File: src/rtl/spi_frame_pkg.sv
// Shared types and helpers for the SPI frame slave receiver.
// Optional MISO return path is enabled by defining SPI_FRAME_TX_EN.
package spi_frame_pkg;

    typedef enum logic [1:0] {
        IDLE,
        SHIFT,
        CHECK
    } spi_state_e;

    typedef enum logic {
        EDGE_RISE,
        EDGE_FALL
    } spi_edge_e;

    localparam int SYNC_STAGES = 2;

    function automatic int frame_bits(input int data_w);
        return 8 * ((data_w + 7) / 8);
    endfunction

    // Sample on the rising SCLK edge when CPOL==CPHA, otherwise falling.
    function automatic spi_edge_e sample_edge(input bit cpol, input bit cpha);
        return (cpol == cpha) ? EDGE_RISE : EDGE_FALL;
    endfunction

endpackage

File: src/rtl/spi_pin_sync.sv
// Two-flop synchroniser plus history flop for edge detection on one pin.
module spi_pin_sync
    import spi_frame_pkg::*;
(
    input  logic clk_i,
    input  logic rst_ni,
    input  logic pin_i,
    output logic level_o,
    output logic rise_o,
    output logic fall_o
);

    logic [SYNC_STAGES-1:0] sync_q;
    logic                   hist_q;

    always_ff @(posedge clk_i or negedge rst_ni) begin
        if (!rst_ni) begin
            sync_q <= '0;
            hist_q <= 1'b0;
        end else begin
            sync_q <= {sync_q[SYNC_STAGES-2:0], pin_i};
            hist_q <= sync_q[SYNC_STAGES-1];
        end
    end

    assign level_o = sync_q[SYNC_STAGES-1];
    assign rise_o  = level_o & ~hist_q;
    assign fall_o  = ~level_o & hist_q;

endmodule

File: src/rtl/spi_frame_slave.sv
// SPI slave receiver: one MSB-first frame per SS window into a DATA_W word.
// Define SPI_FRAME_TX_EN to build the tx shift register and MISO path.
module spi_frame_slave
    import spi_frame_pkg::*;
#(
    parameter int DATA_W = 14,
    parameter bit CPOL   = 1'b0,
    parameter bit CPHA   = 1'b0
) (
    input  logic              clk,
    input  logic              reset,
    input  logic              sclk,
    input  logic              mosi,
    input  logic              ss,
    output logic              miso,
    input  logic [DATA_W-1:0] i_tx_data,
    output logic [DATA_W-1:0] o_data,
    output logic              o_data_valid,
    output logic              o_frame_err
);

    localparam int FB = frame_bits(DATA_W);
    localparam int CW = $clog2(FB + 2);
    localparam logic [CW-1:0] CNT_FULL = CW'(FB);
    localparam logic [CW-1:0] CNT_MAX  = CW'(FB + 1);
    localparam spi_edge_e SEDGE = sample_edge(CPOL, CPHA);
    localparam logic [FB-1:0] PAD_MASK =
        ~FB'((64'd1 << DATA_W) - 64'd1);

    logic sclk_rise, sclk_fall;
    logic ss_lvl, ss_rise, ss_fall;
    logic mosi_lvl;
    logic unused_sclk_lvl, unused_mosi_rise, unused_mosi_fall;

    spi_pin_sync u_sclk (
        .clk_i  (clk),
        .rst_ni (reset),
        .pin_i  (sclk),
        .level_o(unused_sclk_lvl),
        .rise_o (sclk_rise),
        .fall_o (sclk_fall)
    );

    spi_pin_sync u_ss (
        .clk_i  (clk),
        .rst_ni (reset),
        .pin_i  (ss),
        .level_o(ss_lvl),
        .rise_o (ss_rise),
        .fall_o (ss_fall)
    );

    spi_pin_sync u_mosi (
        .clk_i  (clk),
        .rst_ni (reset),
        .pin_i  (mosi),
        .level_o(mosi_lvl),
        .rise_o (unused_mosi_rise),
        .fall_o (unused_mosi_fall)
    );

    logic sample_ev, shift_ev;

    assign sample_ev = (SEDGE == EDGE_RISE) ? sclk_rise : sclk_fall;
    assign shift_ev  = (SEDGE == EDGE_RISE) ? sclk_fall : sclk_rise;

    spi_state_e        state_q, state_d;
    logic [CW-1:0]     cnt_q, cnt_d;
    logic [FB-1:0]     rx_q, rx_d;
    logic [DATA_W-1:0] data_q, data_d;
    logic              vld_q, vld_d;
    logic              err_q, err_d;
    logic              pend_q, pend_d;
    logic              tx_load, tx_shift;

    always_ff @(posedge clk or negedge reset) begin
        if (!reset) begin
            state_q <= IDLE;
            cnt_q   <= '0;
            rx_q    <= '0;
            data_q  <= '0;
            vld_q   <= 1'b0;
            err_q   <= 1'b0;
            pend_q  <= 1'b0;
        end else begin
            state_q <= state_d;
            cnt_q   <= cnt_d;
            rx_q    <= rx_d;
            data_q  <= data_d;
            vld_q   <= vld_d;
            err_q   <= err_d;
            pend_q  <= pend_d;
        end
    end

    always_comb begin
        state_d  = state_q;
        cnt_d    = cnt_q;
        rx_d     = rx_q;
        data_d   = data_q;
        vld_d    = 1'b0;
        err_d    = 1'b0;
        pend_d   = 1'b0;
        tx_load  = 1'b0;
        tx_shift = 1'b0;
        unique case (state_q)
            IDLE: begin
                // A fall seen during CHECK is replayed here.
                if (ss_fall || (pend_q && !ss_lvl)) begin
                    state_d = SHIFT;
                    cnt_d   = '0;
                    rx_d    = '0;
                    tx_load = 1'b1;
                end
            end
            SHIFT: begin
                if (ss_rise) begin
                    state_d = CHECK;
                end else begin
                    if (sample_ev) begin
                        rx_d = {rx_q[FB-2:0], mosi_lvl};
                        if (cnt_q != CNT_MAX) begin
                            cnt_d = cnt_q + CW'(1);
                        end
                    end
                    if (shift_ev && !(!CPHA && cnt_q == '0)) begin
                        tx_shift = 1'b1;
                    end
                end
            end
            CHECK: begin
                state_d = IDLE;
                pend_d  = ss_fall;
                if (cnt_q == CNT_FULL && (rx_q & PAD_MASK) == '0) begin
                    data_d = rx_q[DATA_W-1:0];
                    vld_d  = 1'b1;
                end else begin
                    err_d = 1'b1;
                end
            end
            default: state_d = IDLE;
        endcase
    end

    assign o_data       = data_q;
    assign o_data_valid = vld_q;
    assign o_frame_err  = err_q;

`ifdef SPI_FRAME_TX_EN
    logic [FB-1:0] tx_q;

    always_ff @(posedge clk or negedge reset) begin
        if (!reset) begin
            tx_q <= '0;
        end else if (tx_load) begin
            tx_q <= FB'(i_tx_data);
        end else if (tx_shift) begin
            tx_q <= {tx_q[FB-2:0], 1'b0};
        end
    end

    assign miso = (state_q == SHIFT) ? tx_q[FB-1] : 1'b0;
`else
    logic unused_tx;

    assign unused_tx = ^{i_tx_data, tx_load, tx_shift};
    assign miso      = 1'b0;
`endif

endmodule

File: config.mk
export PLATFORM = sky130hd
export DESIGN_NAME = spi_frame_slave
export DESIGN_NICKNAME = d
export VERILOG_FILES = /design/src/rtl/spi_frame_pkg.sv /design/src/rtl/spi_pin_sync.sv /design/src/rtl/spi_frame_slave.sv
export SDC_FILE = /design/constraint.sdc
export NUM_CORES = 1
export LEC_CHECK = 0
export CORE_MARGIN = 8
export CORE_UTILIZATION = 40
export CTS_BUF_LIST = sky130_fd_sc_hd__clkbuf_16
export DETAILED_ROUTE_END_ITERATION = 10
export PLACE_DENSITY_LB_ADDON = 0.08
export SETUP_SLACK_MARGIN = 0.05
export SLEW_MARGIN = 20
export SYNTH_ARGS = -nofsm -noshare
export SYNTH_HDL_FRONTEND = slang
export SYNTH_SLANG_ARGS = --single-unit
File: constraint.sdc
create_clock -name clk -period 1.65 [get_ports clk]
set_clock_uncertainty 0.1 [all_clocks]
set_input_delay 0.33 -clock clk [delete_from_list [all_inputs] [get_ports clk]]
set_output_delay 0.33 -clock clk [all_outputs]
set_load 0.02 [all_outputs]
==> Word level (Yosys, flattened, before mapping) <==
Index checks and enable logic that the tools add are counted.
W data, S select, Z words.
{ "word_totals": {"inputBits": 19, "register_bits": 48, "output_inout_bits": 17, "wordCells": 56} }
{ "op_classes": {"bitwise_logic": 6, "n_mux": 17, "add_sub_neg": 1, "reduce_logical": 11, "eq_ne": 9} }
{ "ops": {"columns": ["cell", "count"], "rows": [
  ["$mux W16", 3],
  ["$pmux W16 S2", 1],
  ["$mux W5", 4],
  ["$logic_not A16 Y1", 1],
  ["$ne A2 B2 Y1 const B", 5],
  ["$pmux W5 S2", 1],
  ["$add A5 B1 Y5 const B", 1],
  ["$eq A5 B5 Y1 const B", 1],
  ["$mux W1", 5],
  ["$ne A5 B5 Y1 const B", 1],
  ["$reduce_and A5 Y1", 1],
  ["$mux W2", 2],
  ["$pmux W2 S2", 1],
  ["$reduce_and A2 Y1", 2],
  ["$reduce_and A4 Y1", 1],
  ["$and A1 B1 Y1", 3],
  ["$not A1 Y1", 3],
  ["$eq A2 B1 Y1 const B", 1],
  ["$eq A2 B2 Y1 const B", 1],
  ["$logic_and A1 B1 Y1", 2],
  ["$logic_not A2 Y1", 1],
  ["$reduce_bool A2 Y1", 1],
  ["$logic_not A1 Y1", 1],
  ["$logic_or A1 B1 Y1", 1]
]} }

==> Longest topological paths before layout <==
Gate-level depths: netlist (run 1).
{ "depth": {"depth_word": 5, "ltp_mapped": 7} }

==> By module <==
From an unflattened synthesis (run 1), not the netlist that was laid out.
{ "hier_totals": {"hier_cells": 188, "area_unflattened_um2": 2179.6} }
{ "by_module_without_submodules": {"columns": ["mod", "area_per_inst_um2", "seq_area_each_um2", "n_inst", "cells_each"], "rows": [
  ["spi_frame_slave", 1909.3, 1001.0, 1, 173],
  ["spi_pin_sync", 90.1, 75.1, 3, 5]
]} }

==> Worst setup path before layout (run 1) <==
No wires, ideal clock.
{ "synth_path": {"kind": "reg-to-reg", "startpoint": "reg cnt_q[0]", "endpoint": "reg data_q[10] (netlist: o_data[10])", "arrival_time_ns": 1.522, "setup_time_ns": 0.125, "path_stages_with_launch": 8, "path_slack_ns": -0.097, "path_buffers": 1, "path_cell_list": "dfrtp_1 -> inv_1 -> ha_1 -> nand4bb_1 -> nor3_2 -> nand3b_4 -> buf_6 -> mux2_4"} }
{ "synth_via": {"elab_chain_len": 3} }
{ "synth_lines": {"columns": ["element", "line", "text"], "rows": [
  ["start, declared", "spi_frame_slave.sv:68", "logic [CW-1:0] cnt_q, cnt_d;"],
  ["start signal, assigned", "spi_frame_slave.sv:87", "cnt_q <= cnt_d;"],
  ["$eq A5 B5 Y1", "spi_frame_slave.sv:134", "if (cnt_q == CNT_FULL && (rx_q & PAD_MASK) == '0) begin"],
  ["$logic_and A1 B1 Y1", "spi_frame_slave.sv:134", null],
  ["$reduce_and A2 Y1 (no source line)", null, null],
  ["end signal, assigned", "spi_frame_slave.sv:89", "data_q <= data_d;"],
  ["end, declared", "spi_frame_slave.sv:70", "logic [DATA_W-1:0] data_q, data_d;"]
]} }
Every way passes these cells.
A chain may end at the register's enable or synchronous reset.

==> Worst setup path after layout (run 1) <==
{ "layout_path": {"startpoint": "reg cnt_q[1]", "endpoint": "reg data_q[12] (netlist: o_data[12])"} }
The elaborated chain is that of the path after synthesis.

==> results.json, run 1 <==
{
  "cts_buffers": 5,
  "num_antenna_cells": 0,
  "design.portCount": 36,
  "syn_nets": 184,
  "regArea_mm2": 0.00120,
  "startpoint_type": "register",
  "rows": 25,
  "status": "finished with violations",
  "dr.pass1.iters": 4,
  "powerDensity_mw_per_mm2": 1130,
  "detail-route-antenna-nets": 0,
  "drv_slew": 0,
  "nFillCells": 415,
  "ys_warn_count": 0,
  "clk_latency_ns": 0.28,
  "port_buffers": 20,
  "cts.sinks": 48,
  "crit_type": "register to register",
  "cts-root-buf": "clkbuf_16",
  "violations": "setup timing",
  "cp-end-kind": "register",
  "placed_area_mm2": 0.00232,
  "post-route-util_pct": 53.9,
  "dp_hpwl_um": 2370,
  "netlist_instances": 162,
  "fin_ws_ns": -0.115,
  "p_leak_nw": 1.29,
  "hold_class": "register to register",
  "multi_input_area_um2": 726,
  "overflow": 0,
  "hold_ws_ns": 0.249,
  "drc": 0,
  "drive_gt1_share_pct": 25.1,
  "routed_via_density": 5.05,
  "wl_per_cell_um": 14.4,
  "stdcell_area_mm2": 0.00255,
  "die_w_um": 86.1,
  "clkTransAtPathRegs_ns": 0.06,
  "period_minus_slack_ns": 1.76,
  "ys_seq_area_share_pct": 61.1,
  "dpl_worst_slack_ns": -0.152,
  "yosysTopAreaCell": "dfrtp_1",
  "dieArea_mm2": 0.00741,
  "cap_violations": 0,
  "synthTopCellsByArea": "dfrtp_1 (61%), o21ai_0 (7.9%), mux2_4 (6.9%), mux2_2 (2.9%), nand2_1 (2.9%)",
  "grt_usage_pct": 10.9,
  "ir_drop_v": 0.000560,
  "finalHoldViolations": 0,
  "num_vias": 1342,
  "fp.coreArea_mm2": 0.00472,
  "min_period_over_period_pct": 107,
  "fin_nets": 220,
  "antenna_found_initial": 0,
  "clockBufferDepth": 2,
  "crit_fanout": 15,
  "final_cells": 266,
  "total_power_mw": 2.88,
  "grt_max_degree": 49,
  "dp.cells": 253,
  "gp_congestion": 0.791,
  "ys_ff_latch": 48,
  "grt_pass1_vias": 1382,
  "yosysTopAreaCellShare_pct": 61.1,
  "htreeDepth": 2,
  "netlist_area_mm2": 0.00196,
  "drt_iter0_drc": 131,
  "cts_tree": "done",
  "setup_violations": 18,
  "fmax_ghz": 0.567,
  "grt_pass1_wl_um": 6460,
  "yosys.cell_types.count": 34,
  "rsz0062_at_grt": "true",
  "required_ns": 1.72,
  "syn2layout_area_growth_pct": 29.7,
  "setup_tns_ns": -1.56,
  "crit_arrival_ns": 1.83,
  "wl_um": 3830,
  "fp.dieH_um": 86.1,
  "syn_avg_cell_area_um2": 12.1,
  "initial_utilization_pct": 41.6
}
cell type report:
cell class | count | share of cell area [%]
multi-input combinational | 98 | 28.5
clock inverter | 3 | 1.67
timing repair buffer | 37 | 13.3
clock buffer | 5 | 4.91
tap | 67 | 3.29
sequential | 48 | 47.2
inverter | 8 | 1.18
cells in the mapped netlist:
library cell / number
o31ai_1: 4
or4bb_1: 1
o21ba_2: 1
nor3_1: 2
dfrtp_1: 48
mux2_2: 5
buf_6: 1
nand2b_2: 1
and2_1: 1
clkbuf_1: 5
buf_2: 1
inv_1: 8
nand4bb_1: 1
nand3_1: 3
or3_1: 1
buf_4: 1
ha_1: 3
nand2b_1: 3
nor4b_1: 1
nor3_2: 1
mux2_4: 9
o21ai_0: 31
nand4b_1: 1
nor2_1: 3
nor2b_1: 1
conb_1: 1
nand2_1: 15
clkbuf_2: 1
mux2i_1: 1
o22ai_1: 1
o21ai_1: 2
o211ai_1: 2
a21boi_1: 1
nand3b_4: 1
final timing paths:
check / from / endpoint / slack [ns] / cells after the start
setup / recovery: cnt_q[1] / o_data[12] / -0.11 / 7
min in group asynchronous: reset / u_ss.hist_q / 0.45 / 3
setup reg to reg: cnt_q[1] / o_data[12] / -0.11 / 7
max in group asynchronous: reset / state_q[0] / 0.76 / 3
hold reg to reg: u_mosi.sync_q[0] / u_mosi.sync_q[1] / 0.25 / 0
hold / removal: u_mosi.sync_q[0] / u_mosi.sync_q[1] / 0.25 / 0
layout by cell type (no fill, tap or decap), drive strengths merged, types with 2 or more instances in the layout:
| master | count |
|---|---|
| clkdlybuf4s50 | 3 |
| nor3 | 3 |
| ha | 3 |
| o211ai | 2 |
| dlygate4sd2 | 16 |
| nand2b | 5 |
| nor2 | 3 |
| nand2 | 15 |
| nand3 | 3 |
| dfrtp | 48 |
| o31ai | 4 |
| inv | 8 |
| o21ai | 33 |
| mux2 | 14 |
| clkbuf | 5 |
| clkinv | 2 |
| buf | 17 |
power by group:
group	switching (mW)	internal, mW
Combinational	0.241	0.222
Clock	0.409	0.711
Sequential	0.0545	1.24
layer usage:
metal	part of all wire [%]	GRT usage (%)	routed length [µm]	vias up
li1	-	-	-	633
met1	46	13.4	1760	668
met2	49	17.1	1860	39
met3	4.9	3.82	186	2
met4	0.50	4.14	19	0
met5	0	0	0	-
logic make-up (layout without fill, tap and decap cells):
| kind of cell | count (synthesis) | in the layout | synth area share, % |
|---|---|---|---|
| flip-flops | 48 | 48 | 61.1 |
| multiplexers | 15 | 15 | 10.3 |
| adder cells (fa/ha/maj) | 3 | 3 | 1.91 |
| AO/OA/AOI/OAI | 42 | 42 | 11.9 |
| AND/OR/NAND/NOR | 36 | 37 | 10.6 |
| other | 1 | 1 | 0.191 |
| buffers and inverters | 17 | 53 | 3.95 |
worst max-delay path: stages (launching register included):
cell and delay [ns]:
dfrtp_1 0.39, inv_2 0.07, ha_1 0.15, nand4bb_1 0.13, nor3_2 0.23, nand3b_4 0.12, buf_12 0.17, mux2_4 0.30
state kept, by name, indices dropped and copies added (netlist names), 2 cells and up:
register / count
u_sclk.sync_q: 2
state_q: 2
u_mosi.sync_q: 2
u_ss.sync_q: 2
rx_q: 16
o_data: 14
cnt_q: 5
timing repair:
action,4_1_cts,5_1_grt
setup endpoints to repair,34,35
cloned,0,1
pin swaps,3,0
hold buffers,1,0
hold endpoints to repair,48,0
buffers inserted,2,2
gates resized for setup,20,10
No activity file was read; power rests on OpenSTA's default activity.
==> run 2: changes to the inputs <==
SLEW_MARGIN = not set   (was 20)
==> results of run 2 <==
Same layout as run 1: the final DEF is identical, and so are final timing and power.
==> run 3: changes to the inputs <==
clock period = 2.2 ns   (was 1.65 ns; I/O delays follow)
==> run 3 against run 2 <==
The flow now finishes without violations; total power shrank 35%; worst setup slack gained 0.37 ns; clock power shrank 38%; via count shrank 5.4%; register-to-register slack gained 0.37 ns; first-iteration DRC count shrank 31%; utilization shrank 3.3 points; critical path type unchanged; largest cell class unchanged.
==> results.json, run 3 (same netlist as run 1, synthesis figures left out) <==
{
  "drv_slew": 0,
  "period_minus_slack_ns": 1.94,
  "cts.sinks": 48,
  "initial_utilization_pct": 41.6,
  "r2r_slack_ns": 0.26,
  "rsz0062_at_grt": "false",
  "cts_buffers": 5,
  "fp.dieH_um": 86.1,
  "cts_tree": "done",
  "p_leak_nw": 1.13,
  "rows": 25,
  "fin_nets": 208,
  "slowest_stage": "dfrtp_1",
  "drt_iter0_drc": 90,
  "setup_tns_ns": 0,
  "clk_latency_ns": 0.28,
  "cts-resized-gates": 0,
  "ir_drop_v": 0.000407,
  "stdcell_area_mm2": 0.00239,
  "wl_um": 3590,
  "dp_hpwl_um": 2480,
  "grt_usage_pct": 10.5,
  "largest_register_ff_count": 16,
  "die_w_um": 86.1,
  "clockBufferDepth": 2,
  "cp-end-kind": "register",
  "gr-usage-met3_pct": 4.58,
  "grt_use_met1_pct": 12.5,
  "num_vias": 1269,
  "grt_pass1_wl_um": 6090,
  "crit_type": "register to register",
  "startpoint_type": "register",
  "dieArea_mm2": 0.00741,
  "hold_class": "input pin to asynchronous set/reset pin",
  "drc": 0,
  "crit_arrival_ns": 2.00,
  "wl_per_cell_um": 14.1,
  "tightest_slew_ns": 0.521,
  "rr_worst_depth": 6,
  "htreeDepth": 2,
  "setup_violations": 0,
  "dr.pass1.iters": 4,
  "max_stage_delay_ns": 0.41,
  "gp_congestion": 0.785,
  "placed_area_mm2": 0.00225,
  "port_buffers": 20,
  "crit_fanout": 15,
  "routed_via_density": 5.00,
  "grt_max_degree": 31,
  "overflow": 0,
  "drive_gt1_share_pct": 16.0,
  "cts_hold_buf": 0,
  "fp.coreArea_mm2": 0.00472,
  "worstPathCellList": "inv_1, ha_1, nand4bb_1, nor3_2, nand3b_4, mux2_4",
  "cap_violations": 0,
  "relSlewSlack_pct": 65.2,
  "clkTransAtPathRegs_ns": 0.06,
  "min_period_over_period_pct": 88.2,
  "cts-root-buf": "clkbuf_16",
  "antenna_found_initial": 0,
  "postCtsSetupBuffers": 0,
  "grt_pass1_vias": 1302,
  "powerDensity_mw_per_mm2": 787,
  "fmax_ghz": 0.515,
  "num_antenna_cells": 0,
  "nFillCells": 405,
  "reg2reg_from": "cnt_q[0]",
  "met2_usage_pct": 16.3,
  "design.portCount": 36,
  "reg2reg_to": "o_data[5]",
  "final_common_cell": "dfrtp_1",
  "final_cell_mix": "dfrtp_1 (48), o21ai_0 (31), clkdlybuf4s50_1 (19)",
  "required_ns": 2.26,
  "syn2layout_area_growth_pct": 21.7,
  "grt_busiest_layer": "met2",
  "finalHoldViolations": 0,
  "regMostFlops": "rx_q",
  "status": "finished clean",
  "detail-route-antenna-nets": 0
}
==> run 3: changes by cell type in the layout (fill, tap and decap cells not counted), sizes merged <==
cell,change
buf,-10
dlygate4sd3,-1
dlygate4sd2,-16
nand2b,-1
bufinv,-1
inv,+2
clkdlybuf4s50,+16
clkinv,-1
==> run 3: power breakdown <==
| part | internal [mW] | switching (mW) | leakage (nW) |
|---|---|---|---|
| Clock | 0.408 | 0.284 | 0.0738 |
| Sequential | 0.928 | 0.0429 | 0.646 |
| Combinational | 0.0836 | 0.135 | 0.413 |
==> run 3: area by class of cell <==
| cell class | instances | area [µm²] | area share [%] |
|---|---|---|---|
| tap | 67 | 83.8 | 3.51 |
| multi-input combinational | 97 | 686 | 28.7 |
| sequential | 48 | 1200 | 50.3 |
| clock inverter | 3 | 11.3 | 0.471 |
| timing repair buffer | 26 | 253 | 10.6 |
| clock buffer | 5 | 125 | 5.24 |
| inverter | 8 | 30.0 | 1.26 |
==> run 3: stage by stage <==
stage	hold WS (ns)	utilization [%]	power [mW]	setup WS (ns)	instances
finish	0.00324	50.6	1.88	0.259	254
global placement	0.232	47.7	1.20	0.250	246
global route	0.0424	50.6	1.98	0.139	254
detailed placement	0.238	47.7	1.21	0.233	246
CTS	0.0162	50.6	1.90	0.226	254
floorplan	0.0444	-	1.12	0.453	162
==> run 3: per-layer routing <==
| layer | vias up | routed length [µm] |
|---|---|---|
| li1 | 604 | - |
| met1 | 632 | 1700 |
| met2 | 29 | 1600 |
| met3 | 4 | 239 |
| met4 | 0 | 48 |
| met5 | - | 0 |
==> run 3: critical path, delay by kind of cell (launching register included) <==
family                   cells  cell delay [ns]
flip-flops                   1             0.41
buffers and inverters        1             0.10
adder cells (fa/ha/maj)      1             0.17
multiplexers                 1             0.37
AND/OR/NAND/NOR              3             0.66
==> run 3: worst max-delay path by stage <==
stage / start / to / cells after the start
2_1_floorplan: cnt_q[0] / o_data[10] / 7
3_3_place_gp: cnt_q[0] / o_data[5] / 6
3_5_place_dp: cnt_q[0] / o_data[5] / 6
4_1_cts: cnt_q[0] / o_data[5] / 6
5_1_grt: cnt_q[0] / o_data[5] / 6
6_report: cnt_q[0] / o_data[5] / 6
==> patch 1 (config.mk and constraints of run 3) <==
Take the reset off `rx_q` and load it in a clocked block of its own.
--- a/src/rtl/spi_frame_slave.sv
+++ b/src/rtl/spi_frame_slave.sv
@@ -79,3 +79,2 @@
             cnt_q   <= '0;
-            rx_q    <= '0;
             data_q  <= '0;
@@ -87,3 +86,2 @@
             cnt_q   <= cnt_d;
-            rx_q    <= rx_d;
             data_q  <= data_d;
@@ -93,2 +91,6 @@
         end
+    end
+
+    always_ff @(posedge clk) begin
+        rx_q <= rx_d;
     end
Behaviour: same outputs for any inputs over 10 cycles, from zero or initial values and one cycle with reset low; that may be too few to reach the edited logic, so the function may still have changed.
==> patch 1 against run 3 <==
Fmax barely moved. Critical path depth fell by 1. Sequential cell count did not move. Setup slack improved by 1.7 ps. Die area rose by 0.62%. Sequential power rose by 9%. Cell area rose by 1.5%. Synthesized cell count fell by 16%. Global-route usage fell by 0.82 points. Wire length fell by 6.8%. Power rose by 11%. Synthesized area rose by 0.76%.
==> patch 1: results (changes against run 3) <==
| Stage | Metric | Value | vs run 3 |
|:---|:---|:---|:---|
| status | Result of the run | complete, no violations |  |
| critical path | Terminus of the critical flop-to-flop path | o_data[0]$_DFFE_PN0P_ |  |
| routing | 1st-pass router iterations | 4 | unchanged |
| placed design | Final estimated routing congestion in global placement | 0.7932 | +1.0% |
| power | Worst supply voltage drop on vdd | 0.4999 mV | +23% |
| logic synthesis | Leading post-synthesis cells by instance count | sky130_fd_sc_hd__dfrtp_1, sky130_fd_sc_hd__and2_1, sky130_fd_sc_hd__edfxtp_1, sky130_fd_sc_hd__mux2_4, sky130_fd_sc_hd__inv_1 |  |
| routing | Average vias per placed instance | 5.004 | +0.17% |
| placed design | Total instance count after detailed placement | 220 | -11% |
| critical path | Slowest stage delay, CP | 450 ps | +40 ps |
| logic synthesis | Main area contributors after synthesis | sky130_fd_sc_hd__dfrtp_1, sky130_fd_sc_hd__edfxtp_1, sky130_fd_sc_hd__mux2_4 |  |
| critical path | Startpoint of the worst register-to-register path | cnt_q[0]$_DFFE_PN0P_ |  |
| logic synthesis | Sequential area share after synthesis | 0.6473 | +0.03582 |
| worst hold path | Classification of the worst-slack hold path | flop to flop |  |
| cts | Clock root cell | sky130_fd_sc_hd__clkbuf_16 |  |
| placed design | Sum of net half-perimeters after detailed placement | 2245 µm | -9.4% |
| global route | Number of global-route vias before repair | 1141 | -12% |
| placed design | Buffers on Ports | 20 | unchanged |
| critical path | Cell count of the worst reg-to-reg path | 5 | -1 |
| finish | Post-layout instance count excluding filler cells | 228 | -10% |
| global route | Aggregate global-route resource usage | 0.09726 | -0.008185 |
| routing | Avg WL per Cell | 14.69 µm | +3.8% |
| global route | First-pass GRT wire length | 5589 µm | -8.3% |
| finish | Fraction of layout instances using a drive strength above 1 | 0.1801 | +0.01970 |
| finish | Net count reported at finish | 182 | -13% |
| finish | Fill cell count | 435 | +7.4% |
| power | Leakage Power | 1.056 nW | -6.8% |
| routing | DRC violation total after the first TritonRoute iteration | 53 | -41% |
| logic synthesis | Count of flip-flops with a built-in enable after synthesis | 16 | +16 |
| logic synthesis | Share of synthesized registers carrying an async set or reset | 0.6667 | -0.3333 |
| global route | Maximum number of pins on one net before global-route repair | 33 | +6.5% |
| logic synthesis | Number of cells produced by synthesis | 136 | -16% |
| logic synthesis | Number of distinct standard cells referenced by the synthesized netlist | 36 | +5.9% |
| cts | Post-CTS Repair Setup Buffers | 0 | unchanged |
| cts | Maximum buffer depth of the clock tree | 2 | unchanged |
| sta | Relative slew slack | 0.6306 | -0.02114 |
| logic synthesis | Post-Synthesis Net Count | 158 | -14% |
==> patch 1: final cells by class <==
class	instances	area [µm²]	area share
repair buffers	23	222.7	0.09185
well taps	67	83.83	0.03457
clock inverters	3	46.29	0.01909
clock buffers	5	125.1	0.05160
inverters	6	22.52	0.009288
multi-input cells	76	643.1	0.2652
flip-flops and latches	48	1281	0.5284
==> patch 1: through the flow <==
step | util | area (µm²) | setup WS [ps] | hold slack [ps] | power, mW
2_1_floorplan | - | 1983 | 269.1 | 44.41 | 1.185
3_3_place_gp | 0.4739 | 2253 | 300.3 | 231.4 | 1.254
3_5_place_dp | 0.4739 | 2253 | 264.6 | 239.7 | 1.261
4_1_cts | 0.5100 | 2425 | 245.8 | 255.2 | 2.128
5_1_grt | 0.5100 | 2425 | 159.4 | 258.0 | 2.197
6_report | 0.5100 | 2425 | 260.2 | 253.6 | 2.097
==> patch 1: report_power, final <==
part	switching [mW]	total (mW)	internal, mW
logic	0.106	0.184	0.0782
registers	0.0553	1.06	1.00
clock network	0.317	0.857	0.540
total	0.478	2.10	1.62
==> patch 1: routing by layer <==
metal | GRT usage | wire [µm] | vias up
li1 | - | - | 534
met1 | 0.1210 | 1613 | 580
met2 | 0.1444 | 1518 | 25
met3 | 0.03970 | 195 | 2
met4 | 0.04225 | 21 | 0
met5 | 0 | 0 | -
==> patch 1: logic make-up (layout without fill, tap and decap cells) <==
kind of cell             after synthesis  in the layout  synth area share
adder cells (fa/ha/maj)                3              3           0.01897
AO/OA/AOI/OAI                         14             14           0.05437
other                                  1              1          0.001895
buffers and inverters                 12             37           0.02971
flip-flops                            48             48            0.6473
multiplexers                          14             14           0.09671
AND/OR/NAND/NOR                       44             44            0.1511
==> patch 1: how the worst max path moves through the flow <==
| stage | cells after the start | start | end | slack [ps] |
|---|---|---|---|---|
| after global routing | 5 | cnt_q[1]$_DFFE_PN0P_ | o_data[0]$_DFFE_PN0P_ | 160 |
| after floorplan | 4 | state_q[0]$_DFFE_PN0P_ | rx_q[0]$_SDFFCE_PN0P_ | 270 |
| after detailed placement | 5 | cnt_q[1]$_DFFE_PN0P_ | o_data[1]$_DFFE_PN0P_ | 260 |
| after global placement | 5 | cnt_q[0]$_DFFE_PN0P_ | o_data[11]$_DFFE_PN0P_ | 300 |
| after CTS | 5 | cnt_q[0]$_DFFE_PN0P_ | o_data[0]$_DFFE_PN0P_ | 250 |
| final | 5 | cnt_q[0]$_DFFE_PN0P_ | o_data[0]$_DFFE_PN0P_ | 260 |
==> patch 2 (config.mk and constraints of run 3) <==
Without the edit above. Build with the macro `SPI_FRAME_TX_EN` defined.
--- a/src/rtl/spi_frame_slave.sv
+++ b/src/rtl/spi_frame_slave.sv
@@ -2,2 +2,4 @@
 // Define SPI_FRAME_TX_EN to build the tx shift register and MISO path.
+`define SPI_FRAME_TX_EN
+
 module spi_frame_slave
Behaviour: not the same (a bounded check fails within 10 cycles, from zero or initial values and one cycle with reset low).
==> patch 2 against run 3 <==
Power increased by 69%. Via count increased by 32%. Sequential cell count increased by 16. Cell area increased by 40%. First-iteration DRC count decreased by 6.7%. Synthesized cell count increased by 23%. Wire length increased by 27%. Setup slack got worse by 48 ps. Critical path depth decreased by 3. Synthesized area increased by 32%.
==> patch 2: results (changes against run 3) <==
| Stage | Metric | Value | vs run 3 |
|:---|:---|:---|:---|
| placed design | Final estimated routing congestion in global placement | 0.7790 | -0.80% |
| power | Combinational Power Share | 0.112 | -0.004 |
| routing | Routed met1 length | 2100 µm | +23% |
| critical path | Slowest stage delay, CP | 440 ps | +30 ps |
| logic synthesis | Main area contributors after synthesis | sky130_fd_sc_hd__dfrtp_1, sky130_fd_sc_hd__mux2i_1, sky130_fd_sc_hd__mux2_2 |  |
| logic synthesis | Post-Synthesis Net Count | 222 | +21% |
| critical path | Maximum fanout along the worst path | 7 | -8 |
| status | Result of the run | complete, no violations |  |
| power | NetSw | 0.7340 mW | +59% |
| critical path | Family with the most delay on the worst path | flip-flops |  |
| placed design | Buffers on Ports | 35 | +75% |
| cts | H-tree levels | 3 | +1 |
| power | Leakage Power | 1.496 nW | +32% |
| critical path | Endpoint of the most critical setup path | miso |  |
| routing | Detailed route wirelength on metal3 | 259 µm | +8.4% |
| logic synthesis | Compound-cell area share of the yosys netlist | 0.1127 | -0.006439 |
| critical path | Cell count of the worst reg-to-reg path | 7 | +1 |
| cts | Clock buffer count from CTS | 9 | +4 |
| global route | Aggregate global-route resource usage | 0.1122 | +0.006740 |
| logic synthesis | Leading post-synthesis cells by instance count | sky130_fd_sc_hd__dfrtp_1, sky130_fd_sc_hd__nor2_1, sky130_fd_sc_hd__mux2i_1, sky130_fd_sc_hd__a22o_1 |  |
| routing | Final wirelength | 4564 µm | +27% |
| routing | Detailed route wirelength on metal2 | 2129 µm | +33% |
| finish | Net count reported at finish | 266 | +28% |
| routing | Count of vias placed by the detailed router | 1673 | +32% |
| placed design | Sum of net half-perimeters after detailed placement | 3184 µm | +29% |
| critical path | Worst Setup SP | state_q[1]$_DFFE_PN0P_ |  |
==> patch 2: cell types whose count changed after synthesis, sizes merged, moves of 14 or more <==
| cell | run 3 | this run |
|---|---|---|
| o21ai | 33 | 4 |
| nor2 | 3 | 23 |
| a22o | 0 | 16 |
| dfrtp | 48 | 64 |
| mux2i | 1 | 17 |
| a21oi | 0 | 14 |
==> patch 2: power groups by stage <==
stage | registers, mW | logic, mW | clock network (mW)
2_1_floorplan | 1.38 | 0.261 | 0
3_3_place_gp | 1.40 | 0.352 | 0
3_5_place_dp | 1.40 | 0.366 | 0
4_1_cts | 1.38 | 0.366 | 1.49
5_1_grt | 1.41 | 0.416 | 1.55
6_report | 1.38 | 0.358 | 1.44
==> patch 2: stage by stage <==
step           cells  hold WS [ps]  worst slack, ps  area [µm²]  power [mW]
2_1_floorplan    200         44.41            286.4        2587       1.641
3_3_place_gp     310         232.5            236.3        3030       1.748
3_5_place_dp     310         236.2            207.4        3030       1.769
4_1_cts          326         30.25            187.0        3343       3.238
5_1_grt          326         53.21            129.2        3343       3.367
6_report         326         23.80            210.7        3343       3.185
==> patch 2: routing by layer <==
metal	GRT usage	up-vias
met5	0	-
met4	0.04918	0
met3	0.04096	9
met2	0.1759	34
met1	0.1361	823
li1	-	807
==> patch 2: cell type report <==
class / instances / area [µm²]
Tap cell: 77 / 96.34
Clock buffer: 9 / 225.2
Inverter: 4 / 15.01
Clock inverter: 7 / 86.33
Multi-Input combinational cell: 122 / 914.6
Sequential cell: 64 / 1602
Fill cell: 570 / 2970
Timing Repair Buffer: 43 / 404.1
==> patch 2: repair_timing <==
action	4_1_cts	5_1_grt
buffers inserted	0	0
endpoints found under the setup margin	1	0
gates resized for setup	2	0
